==> src/rtl/riscv_trace_pkg.sv <==
// Shared definitions for the retire trace buffer: state encoding and entry layout.
package riscv_trace_pkg;

  typedef enum logic [1:0] {
    ST_IDLE    = 2'd0,
    ST_ARMED   = 2'd1,
    ST_CAPTURE = 2'd2,
    ST_DONE    = 2'd3
  } trace_state_t;

  localparam int RD_W = 5;

  // Entry packs {pc, rd, data, ts} with pc in the most significant bits.
  function automatic int entry_width(input int xlen, input int ts_w);
    return 2 * xlen + RD_W + ts_w;
  endfunction

endpackage

==> src/rtl/trace_ram.sv <==
// Simple dual-port trace storage: one write port, one registered read port.
module trace_ram
  import riscv_trace_pkg::*;
#(
  parameter int DEPTH = 16,
  parameter int WIDTH = entry_width(32, 16)
) (
  input  logic                     clk,
  input  logic                     rst_n,
  input  logic                     we,
  input  logic [$clog2(DEPTH)-1:0] waddr,
  input  logic [WIDTH-1:0]         wdata,
  input  logic                     re,
  input  logic [$clog2(DEPTH)-1:0] raddr,
  output logic [WIDTH-1:0]         rdata
);

  logic [WIDTH-1:0] mem [DEPTH];

  always_ff @(posedge clk) begin
    if (we) mem[waddr] <= wdata;
  end

  // Read register holds its last value between reads so the popped entry stays visible.
  always_ff @(posedge clk or negedge rst_n) begin
    if (!rst_n)  rdata <= '0;
    else if (re) rdata <= mem[raddr];
  end

endmodule

==> src/rtl/retire_trace_buffer.sv <==
// Captures retired instructions into a trace RAM around an optional PC trigger,
// then lets software drain the captured history oldest-first.
module retire_trace_buffer
  import riscv_trace_pkg::*;
#(
  parameter int XLEN  = 32,
  parameter int DEPTH = 16,
  parameter int TS_W  = 16
) (
  input  logic                   clk,
  input  logic                   rst_n,
  input  logic                   arm,
  input  logic                   abort,
  input  logic                   mode_wrap,
  input  logic                   trig_en,
  input  logic [XLEN-1:0]        trig_pc,
  input  logic [$clog2(DEPTH):0] post_count,
  input  logic                   wb_enable,
  input  logic [XLEN-1:0]        wb_pc,
  input  logic [4:0]             wb_rd,
  input  logic [XLEN-1:0]        wb_data,
  input  logic                   rd_en,
  output logic                   rd_valid,
  output logic [XLEN-1:0]        rd_pc,
  output logic [4:0]             rd_rd,
  output logic [XLEN-1:0]        rd_data,
  output logic [TS_W-1:0]        rd_ts,
  output logic [1:0]             state,
  output logic [$clog2(DEPTH):0] count,
  output logic                   overflow,
  output logic                   done
);

  localparam int AW = $clog2(DEPTH);
  localparam int CW = AW + 1;
  localparam int EW = entry_width(XLEN, TS_W);
  localparam logic [CW-1:0] FULL = CW'(DEPTH);
  localparam logic [CW-1:0] ONE  = CW'(1);

  trace_state_t    state_q;
  logic [AW-1:0]   wr_ptr, rd_ptr;
  logic [CW-1:0]   count_q, post_target, post_seen, post_next;
  logic            overflow_q, wrap_q, rd_valid_q;
  logic [TS_W-1:0] ts_q;
  logic [XLEN-1:0] trig_pc_q;
  logic            trig_hit, do_rec, counted, finish, do_read, at_full;
  logic [EW-1:0]   wr_entry, rd_entry;

  always_comb begin
    trig_hit  = (state_q == ST_ARMED) && wb_enable && (wb_pc == trig_pc_q);
    at_full   = (count_q == FULL);
    do_rec    = 1'b0;
    case (state_q)
      ST_ARMED:   do_rec = wrap_q ? wb_enable : trig_hit;
      ST_CAPTURE: do_rec = wb_enable && (wrap_q || !at_full);
      default:    do_rec = 1'b0;
    endcase
    // Post-trigger counting covers the trigger itself and every capture-phase record.
    counted   = do_rec && ((state_q == ST_CAPTURE) || trig_hit);
    post_next = post_seen + ONE;
    finish    = do_rec && (wrap_q ? (counted && (post_next == post_target))
                                  : (count_q == FULL - ONE));
    do_read   = (state_q == ST_DONE) && rd_en && !arm && (count_q != '0);
  end

  assign wr_entry = {wb_pc, wb_rd, wb_data, ts_q};

  always_ff @(posedge clk or negedge rst_n) begin
    if (!rst_n) begin
      state_q     <= ST_IDLE;
      wr_ptr      <= '0;
      rd_ptr      <= '0;
      count_q     <= '0;
      post_target <= '0;
      post_seen   <= '0;
      overflow_q  <= 1'b0;
      wrap_q      <= 1'b0;
      rd_valid_q  <= 1'b0;
      ts_q        <= '0;
      trig_pc_q   <= '0;
    end else begin
      rd_valid_q <= do_read;
      case (state_q)
        ST_IDLE, ST_DONE: begin
          if (arm) begin
            wr_ptr      <= '0;
            rd_ptr      <= '0;
            count_q     <= '0;
            post_seen   <= '0;
            overflow_q  <= 1'b0;
            ts_q        <= '0;
            wrap_q      <= mode_wrap;
            trig_pc_q   <= trig_pc;
            post_target <= (post_count == '0) ? FULL : post_count;
            state_q     <= trig_en ? ST_ARMED : ST_CAPTURE;
          end else if (do_read) begin
            rd_ptr  <= rd_ptr + AW'(1);
            count_q <= count_q - ONE;
          end
        end
        default: begin
          ts_q <= ts_q + TS_W'(1);
          if (do_rec) begin
            wr_ptr <= wr_ptr + AW'(1);
            // A full wrap-mode buffer drops its oldest entry to make room.
            if (at_full) begin
              rd_ptr     <= rd_ptr + AW'(1);
              overflow_q <= 1'b1;
            end else begin
              count_q <= count_q + ONE;
            end
          end
          if (counted) post_seen <= post_next;
          if (abort || finish) state_q <= ST_DONE;
          else if (trig_hit)   state_q <= ST_CAPTURE;
        end
      endcase
    end
  end

  trace_ram #(
    .DEPTH(DEPTH),
    .WIDTH(EW)
  ) u_ram (
    .clk   (clk),
    .rst_n (rst_n),
    .we    (do_rec),
    .waddr (wr_ptr),
    .wdata (wr_entry),
    .re    (do_read),
    .raddr (rd_ptr),
    .rdata (rd_entry)
  );

  assign rd_pc    = rd_entry[EW-1 -: XLEN];
  assign rd_rd    = rd_entry[TS_W+XLEN +: RD_W];
  assign rd_data  = rd_entry[TS_W +: XLEN];
  assign rd_ts    = rd_entry[TS_W-1:0];
  assign rd_valid = rd_valid_q;
  assign state    = state_q;
  assign count    = count_q;
  assign overflow = overflow_q;
  assign done     = (state_q == ST_DONE);

endmodule

==> config.mk <==
export PLATFORM = sky130hd
export DESIGN_NAME = retire_trace_buffer
export DESIGN_NICKNAME = d
export VERILOG_FILES = /design/src/rtl/riscv_trace_pkg.sv /design/src/rtl/trace_ram.sv /design/src/rtl/retire_trace_buffer.sv
export SDC_FILE = /design/constraint.sdc
export NUM_CORES = 1
export LEC_CHECK = 0
export CORE_MARGIN = 4
export CORE_UTILIZATION = 45
export CTS_CLUSTER_SIZE = 8
export DETAILED_ROUTE_END_ITERATION = 12
export DONT_BUFFER_PORTS = 1
export GPL_TIMING_DRIVEN = 0
export MAX_ROUTING_LAYER = met4
export SLEW_MARGIN = 20
export SYNTH_ARGS = -nofsm -noshare
export SYNTH_HDL_FRONTEND = slang
export SYNTH_HIERARCHICAL = 1
export SYNTH_SLANG_ARGS = --single-unit
==> constraint.sdc <==
create_clock -name clk -period 23.7 [get_ports clk]
set_input_delay 3.555 -clock clk [delete_from_list [all_inputs] [get_ports clk]]
set_output_delay 3.555 -clock clk [all_outputs]
set_load 0.02 [all_outputs]
==> results by group, run 1 <==
Place
  • Global placement routability congestion: 0.7900
  • Port-buffer cells: 0
  • Post-DP HPWL: 96450 um

Floorplan
  • Die H: roughly 370 um
  • Ports: around 210
  • Starting Density: 45.47%
  • Die area: 137200 um2
  • Row cnt: 132
  • Die X: 370.4 um
  • Core ar.: 130000 um2

Timing
  • Final hold vios: 0
  • Slew @ Worst Pin: 1.184 ns
  • Maximum clock frequency: 129.7 MHz
  • Total Neg Setup Slack: 0 ns
  • Minimum clock period: 7.708 ns
  • Skew final: 0.02468 ns
  • RSZ-0062 raised after global routing: false
  • Final setup violation count: 0
  • Period utilization: 32.52%
  • Slew Viols, Final: 0
  • Min Hold Slack: about 0.52 ns
  • Max transition margin: 21.04%

Synthesis
  • Mapped Cells: 2675
  • Number of synthesized register bits: 1521
  • Top post-synthesis cells by count: edfxtp_1 (1360), mux4_2 (302), dfrtp_1 (161)
  • Ys async rst share: 10.59%
  • Cell variety after synth: 68
  • Syn. warnings: 6
  • Mux cell area share after synthesis: 15.48%
  • Ys flop type: edfxtp_1
  • Compound-Gate Fraction of Synth Area: ~3.9%
  • Cell with the most instances after synthesis: edfxtp_1
  • Syn_nets: 2800
  • Post-Synth XOR/XNOR Area: 0.6373%
  • Cell taking the most area after synthesis: edfxtp_1
  • Simple-gate area share of the yosys netlist: under 10%
  • Post-synth EDFFs: 1360
  • Largest family of logic cells by synthesized area: multiplexers
  • Top post-synthesis cells by area: edfxtp_1 (69%), mux4_2 (12%), dfrtp_1 (6.8%)
  • Adder-Cell Fraction of Synth Area: 0.2329%
  • Cell area after synthesis: between 50000 and 60000 um2
  • Syn avg cell area: 22.09 um2
  • Post-synthesis sequential area ratio: 75.92%
  • Synth top area share: between 60% and 70%

Drt
  • Pre-antenna DRT Iters: 5
  • Via count: 29180
  • Remaining antenna violation count after routing: 0
  • DR vias/cell: 5.921
  • Met3 wire len: 13210 um
  • DRT met1 WL: 60400 um
  • Metal2 WL: 72240 um
  • 1st-iter DRT viols: between 3000 and 4000
  • Drt drc: 0
  • Final wirelength: 148700 um
  • Highest routed layer: met4
  • DR WL/cell: just over 30 um

Outcome
  • Status: finished clean

Clock tree
  • Sink Count: ~1500
  • CTS Root Cell: clkbuf_16
  • Cts hold-fix bufs: 0
  • Max Root-Sink Buffers: 3
  • H-tree depth: 4
  • Setup Buffers After CTS: 0
  • Clock network latency to the later pin of the worst-skew pair: roughly 0.79 ns
  • CTS tree: yes
  • Num CTS Buffers: between 200 and 250
  • CTS resizes: 0
  • Clock-pin slew on the worst setup and hold paths: 0.05 ns

Cells and area
  • Area added between synthesis and finish: 17.53%
  • Ratio of cells with drive above 1 in the final layout: 27.68%
  • ANT cells: 0
  • Fillers: 9938
  • Final nets: 3130

Setup path
  • Worst EP arrival: 8.19 ns
  • Worst Path Required: 24.19 ns
  • Slowest cell delay on critical path: 0.75 ns
  • Crit path capture type: flip-flop
  • Crit-path cells: xnor2_1 > nand4_1 > nor3_1 > a31oi_1 > buf_2 > nor2_2 > nand3b_1 > nor3_2 > buf_4 > buf_4 > buf_4 > buf_4 > buf_4
  • CP max stage cell: nor3_2
  • Buf/Inv on CP: 6
  • CP Launch Type: input pin
  • Worst-path maximum fanout: 17
  • WS Path Type: in -> reg
  • Top cell family by delay on the critical path: simple AND/OR/NAND/NOR gates
  • Most used cell, CP: buf_4

Worst hold path
  • Worst Hold Class: reg -> reg

Pwr
  • Combinational share of power: 9.8%
  • NetSw: 1.705 mW
  • Pwr dens: 97.28 nW/um2
  • Sequential share of power: between 40% and 50%
  • Internal power: 5.053 mW
  • Switching Share: 25.23%
  • Clock Power Share: 40.7%
  • Static Leak: 22.14 nW
  • Peak VDD IR: 0.06453 mV

Global routing
  • Largest net degree at the start of global routing: roughly 160
  • First-pass GRT wire length: between 200000 and 250000 um
  • Grt ovf: 0
  • Initial antenna violation count: 4
  • Vias in the first global route: 30820
  • All-layer global routing usage: 22.53%

Run
  • Max cap viols: 0
## area by class of cell
type	count	area [um2]	share of cell area [%]
Buffer	150	1140	1.641
Clock buffer	378	5917	8.519
Clock inverter	13	178.9	0.2576
Inverter	12	45.04	0.06485
Multi-Input combinational cell	992	13160	18.94
Sequential cell	1521	44870	64.60
Tap cell	1742	2180	3.138
Timing Repair Buffer	120	1974	2.843
## sequential cells by signal, summed over array words and instances, names as in the netlist
signal       flops
ts_q            16
wrap_q           1
overflow         1
post_seen        5
state            2
trig_pc_q       32
wr_ptr           4
count            5
post_target      5
u_ram/mem     1360
u_ram/rdata     85
rd_ptr           4
rd_valid         1
## power by group through the flow
| stage | registers [mW] | logic (mW) | clock network [mW] |
|---|---|---|---|
| 4_1_cts | 3.35 | 0.666 | 2.81 |
| 3_3_place_gp | 3.41 | 0.628 | 0 |
| 5_1_grt | 3.36 | 0.713 | 2.94 |
| 3_5_place_dp | 3.40 | 0.662 | 0 |
| 2_1_floorplan | 3.32 | 0.471 | 0 |
| 6_report | 3.34 | 0.661 | 2.75 |
## metal layers
layer | vias to the layer above | GRT usage, %
met4 | 0 | 5.541
li1 | 12040 | -
met2 | 1222 | 35.10
met1 | 15720 | 29.78
met3 | 205 | 6.154
met5 | - | -
## worst paths after layout
kind	start	end	cells past startpoint	slack [ns]
worst min register to register	post_target[4]	post_target[4]	2	0.52
worst min-delay path	post_target[4]	post_target[4]	2	0.52
worst max-delay path	wb_pc[1]	u_ram/mem[8][41]	13	15.99
worst max register to register	trig_pc_q[1]	u_ram/mem[8][41]	13	18.35
max in group asynchronous	rst_n	u_ram/rdata[35]	0	20.63
min in group asynchronous	rst_n	trig_pc_q[9]	0	2.47
## kinds of logic (layout without fill, tap and decap cells)
logic type,Yosys count,count (layout)
mux,470,470
fa+ha+maj,11,11
flops,1521,1521
buf+inv,162,673
xor+xnor,43,43
compound gates,241,241
simple gates,227,227
## through the flow
stage | util, % | power, mW | setup slack (ns) | std cells | cell area (um2)
6_report | 53.44 | 6.757 | 15.99 | 4928 | 69460
5_1_grt | 53.44 | 7.018 | 15.97 | 4928 | 69460
4_1_cts | 53.44 | 6.826 | 16.08 | 4928 | 69460
3_3_place_gp | 47.14 | 4.041 | 3.400 | 4417 | 61280
3_5_place_dp | 48.75 | 4.065 | 15.24 | 4537 | 63360
2_1_floorplan | - | 3.793 | 12.05 | 2675 | 59100
## cells in the final DEF (no fill, tap or decap), types with 5 or more instances in the layout
cell       instances
nand2_1           29
nand2b_1           7
buf_6             32
ha_1              11
a221oi_2          85
mux2_2            37
buf_2             24
mux4_2           302
nor2b_1            8
dfrtp_1          161
buf_12            45
mux4_1            38
buf_4             71
clkbuf_1         224
o21ai_0           24
nand3_1           24
inv_6              8
nor2_4            12
inv_1             12
nor2_1            98
clkbuf_16        211
edfxtp_1        1360
xnor2_1           39
a21oi_1            9
nand3b_1           5
buf_16            34
nand4_1           13
o22ai_1           88
mux2i_1           92
## worst min-delay path, stage by stage (launching register included)
cell and delay, ns:
dfrtp_1 0.37, nand2_1 0.05, o21ai_0 0.06
Power figures use the tool's default switching activity.
==> run 2, diff against run 1 <==
- clock period: 23.7 -> 7.02 ns (I/O delays scaled with it)
==> run 2 against run 1 <==
  * Die area stayed put
  * Register-to-register slack worse by 16 ns
  * First-iteration DRC count is 1.4% higher
  * Non-clock buffer count is 20 lower
  * Total power grew to 3.4 times the previous value
  * Wire length is 0.48% lower
  * Flip-flop and latch count stayed put
  * Critical path depth stayed put
  * Core utilization hardly changed
  * Largest cell class unchanged
  * Largest power group unchanged
==> results by group, run 2 (synthesized netlist as in run 1, its figures left out) <==
Outcome
  • Status: finished clean

Timing
  • Skew final: 0.03105 ns
  • Minimum clock period: 4.811 ns
  • RSZ-0062 raised after global routing: false
  • Slew @ Worst Pin: ~1.1 ns
  • Total Neg Setup Slack: 0 ns
  • Slew Viols, Final: 0
  • Maximum clock frequency: slightly above 200 MHz
  • Final hold vios: 0
  • Max transition margin: 24.43%
  • Period utilization: roughly two thirds
  • Final Worst Setup Slack: 2.209 ns
  • Min Hold Slack: 0.1841 ns
  • Final setup violation count: 0

Cells and area
  • Layout Cells excl Fill: 4901
  • Max reg flops: around 1400
  • Largest Register: u_ram/mem
  • Fillers: just under 10000
  • Final nets: 3110
  • Ratio of cells with drive above 1 in the final layout: 27.30%
  • Commonest non-fill, non-tap cells in the layout: edfxtp_1 (1360), mux4_2 (302), clkbuf_1 (216), clkbuf_16 (213), dfrtp_1 (161)
  • Most common cell after layout, fill and taps aside: edfxtp_1
  • Multi-input gate area: 13180 um2
  • Largest registers: u_ram/mem (1360), u_ram/rdata (85), trig_pc_q (32)
  • Area added between synthesis and finish: 17.56%
  • Reg area: between 40000 and 50000 um2
  • Fin area: about 69000 um2
  • Util after Layout: 53.45%

Global routing
  • Most used routing layer: met2
  • Vias in the first global route: 30450
  • First-pass GRT wire length: around 220000 um
  • Met1 GRT Util: 30.28%
  • Initial antenna violation count: 5
  • All-layer global routing usage: 22.53%
  • Grt ovf: 0
  • Global-route met2 utilization: 35.49%
  • Global Route met3 Usage: between 4 and 5%
  • Largest net degree at the start of global routing: 162

Pwr
  • Internal power: 17.07 mW
  • NetSw: 5.760 mW
  • Peak VDD IR: 0.2395 mV
  • Clock Power Share: 40.6%
  • Switching Share: 25.23%
  • Total Power: 22.83 mW
  • Sequential share of power: between 40% and 50%
  • Pwr dens: 328.6 nW/um2
  • Static Leak: 22.04 nW
  • Combinational share of power: about a tenth

Floorplan
  • Row cnt: between 100 and 150
  • Ports: 209
  • Die area: 137200 um2
  • Starting Density: 45.47%
  • Core ar.: 130000 um2
  • Die X: around 370 um
  • Die H: 370.4 um

Place
  • Global placement routability congestion: 0.7896
  • Post-DP HPWL: 95510 um
  • Placement-stage worst setup slack: 1.441 ns
  • Dpl cells: 4515
  • Post-place instance area: ~63000 um2
  • Port-buffer cells: 0

Setup path
  • CP endpoint: u_ram/mem[4][22]
  • Worst EP arrival: 5.30 ns
  • FF-to-FF path depth: 13
  • Reg-to-reg startpoint: trig_pc_q[4]
  • CP Launch Type: flip-flop
  • Reg2Reg Setup Slack: around 2.2 ns
  • WS Path Type: reg -> reg
  • Crit path capture type: flip-flop
  • RR Endpoint: u_ram/mem[4][22]
  • Crit. Startpoint: trig_pc_q[4]
  • Worst Path Required: 7.51 ns
  • Worst-path maximum fanout: 11

Drt
  • DR WL/cell: 30.20 um
  • DR vias/cell: 5.914
  • Final wirelength: 148000 um
  • Pre-antenna DRT Iters: 7
  • Remaining antenna violation count after routing: 0
  • 1st-iter DRT viols: 3058
  • Via count: 28990
  • Drt drc: 0

Clock tree
  • Max Root-Sink Buffers: 3
  • CTS Root Cell: clkbuf_16
  • CTS resizes: 0
  • Setup Buffers After CTS: 0
  • Clock-pin slew on the worst setup and hold paths: 0.05 ns
  • Clock network latency to the later pin of the worst-skew pair: 0.80 ns
  • Cts hold-fix bufs: 1
  • CTS tree: yes
  • H-tree depth: 4
  • Num CTS Buffers: 208
  • Sink Count: 1521

Worst hold path
  • Worst Hold Class: in -> async

Run
  • Max cap viols: 0
run 2: cell types whose count changed in the layout (fill, tap and decap cells not counted), moves of 3 or more:
| cell | change |
|---|---|
| buf_12 | +11 |
| buf_16 | -11 |
| buf_4 | -49 |
| buf_8 | +31 |
| clkbuf_1 | -8 |
| inv_6 | -3 |
| nor3_2 | -4 |
| nor3_4 | +4 |
run 2: worst min-delay path by stage:
stage / startpoint / endpoint / slack, ns / cells after the start
3_5_place_dp: post_target[4] / post_target[4] / 0.51 / 2
3_3_place_gp: trig_pc_q[20] / trig_pc_q[20] / 0.51 / 1
6_report: rst_n / trig_pc_q[5] / 0.18 / 1
2_1_floorplan: post_target[4] / post_target[4] / 0.47 / 2
5_1_grt: rst_n / trig_pc_q[5] / 0.19 / 1
4_1_cts: wb_data[3] / u_ram/mem[5][19] / 0.29 / 0
run 2: worst max-delay path, cell delays in order (launching register included):
cell	delay [ns]
dfrtp_1	0.38
xnor2_1	0.48
nand4_1	0.41
nor4_4	0.53
a31oi_1	0.17
buf_2	0.23
nor2_2	0.38
nand3b_1	0.45
nor3_4	0.57
buf_8	0.22
buf_8	0.15
buf_8	0.18
buf_8	0.17
buf_8	0.18
run 2: power by group through the flow:
stage	clock, mW	combinational [mW]	sequential, mW
2_1_floorplan	0	1.59	11.2
3_3_place_gp	0	2.12	11.5
3_5_place_dp	0	2.24	11.5
4_1_cts	9.47	2.28	11.3
5_1_grt	9.93	2.46	11.4
6_report	9.28	2.26	11.3
run 2: layout make-up:
class	instances	share of cell area, %
Timing Repair Buffer	100	2.831
Tap cell	1742	3.137
Inverter	12	0.06483
Sequential cell	1521	64.58
Multi-Input combinational cell	992	18.97
Buffer	150	1.641
Clock inverter	10	0.2053
Antenna cell	1	0.003602
Clock buffer	373	8.565
run 2: metal layers:
layer | up-vias | wire length [um]
li1 | 12000 | -
met1 | 15620 | 60850
met2 | 1148 | 72770
met3 | 221 | 11400
met4 | 0 | 3003
met5 | - | 0
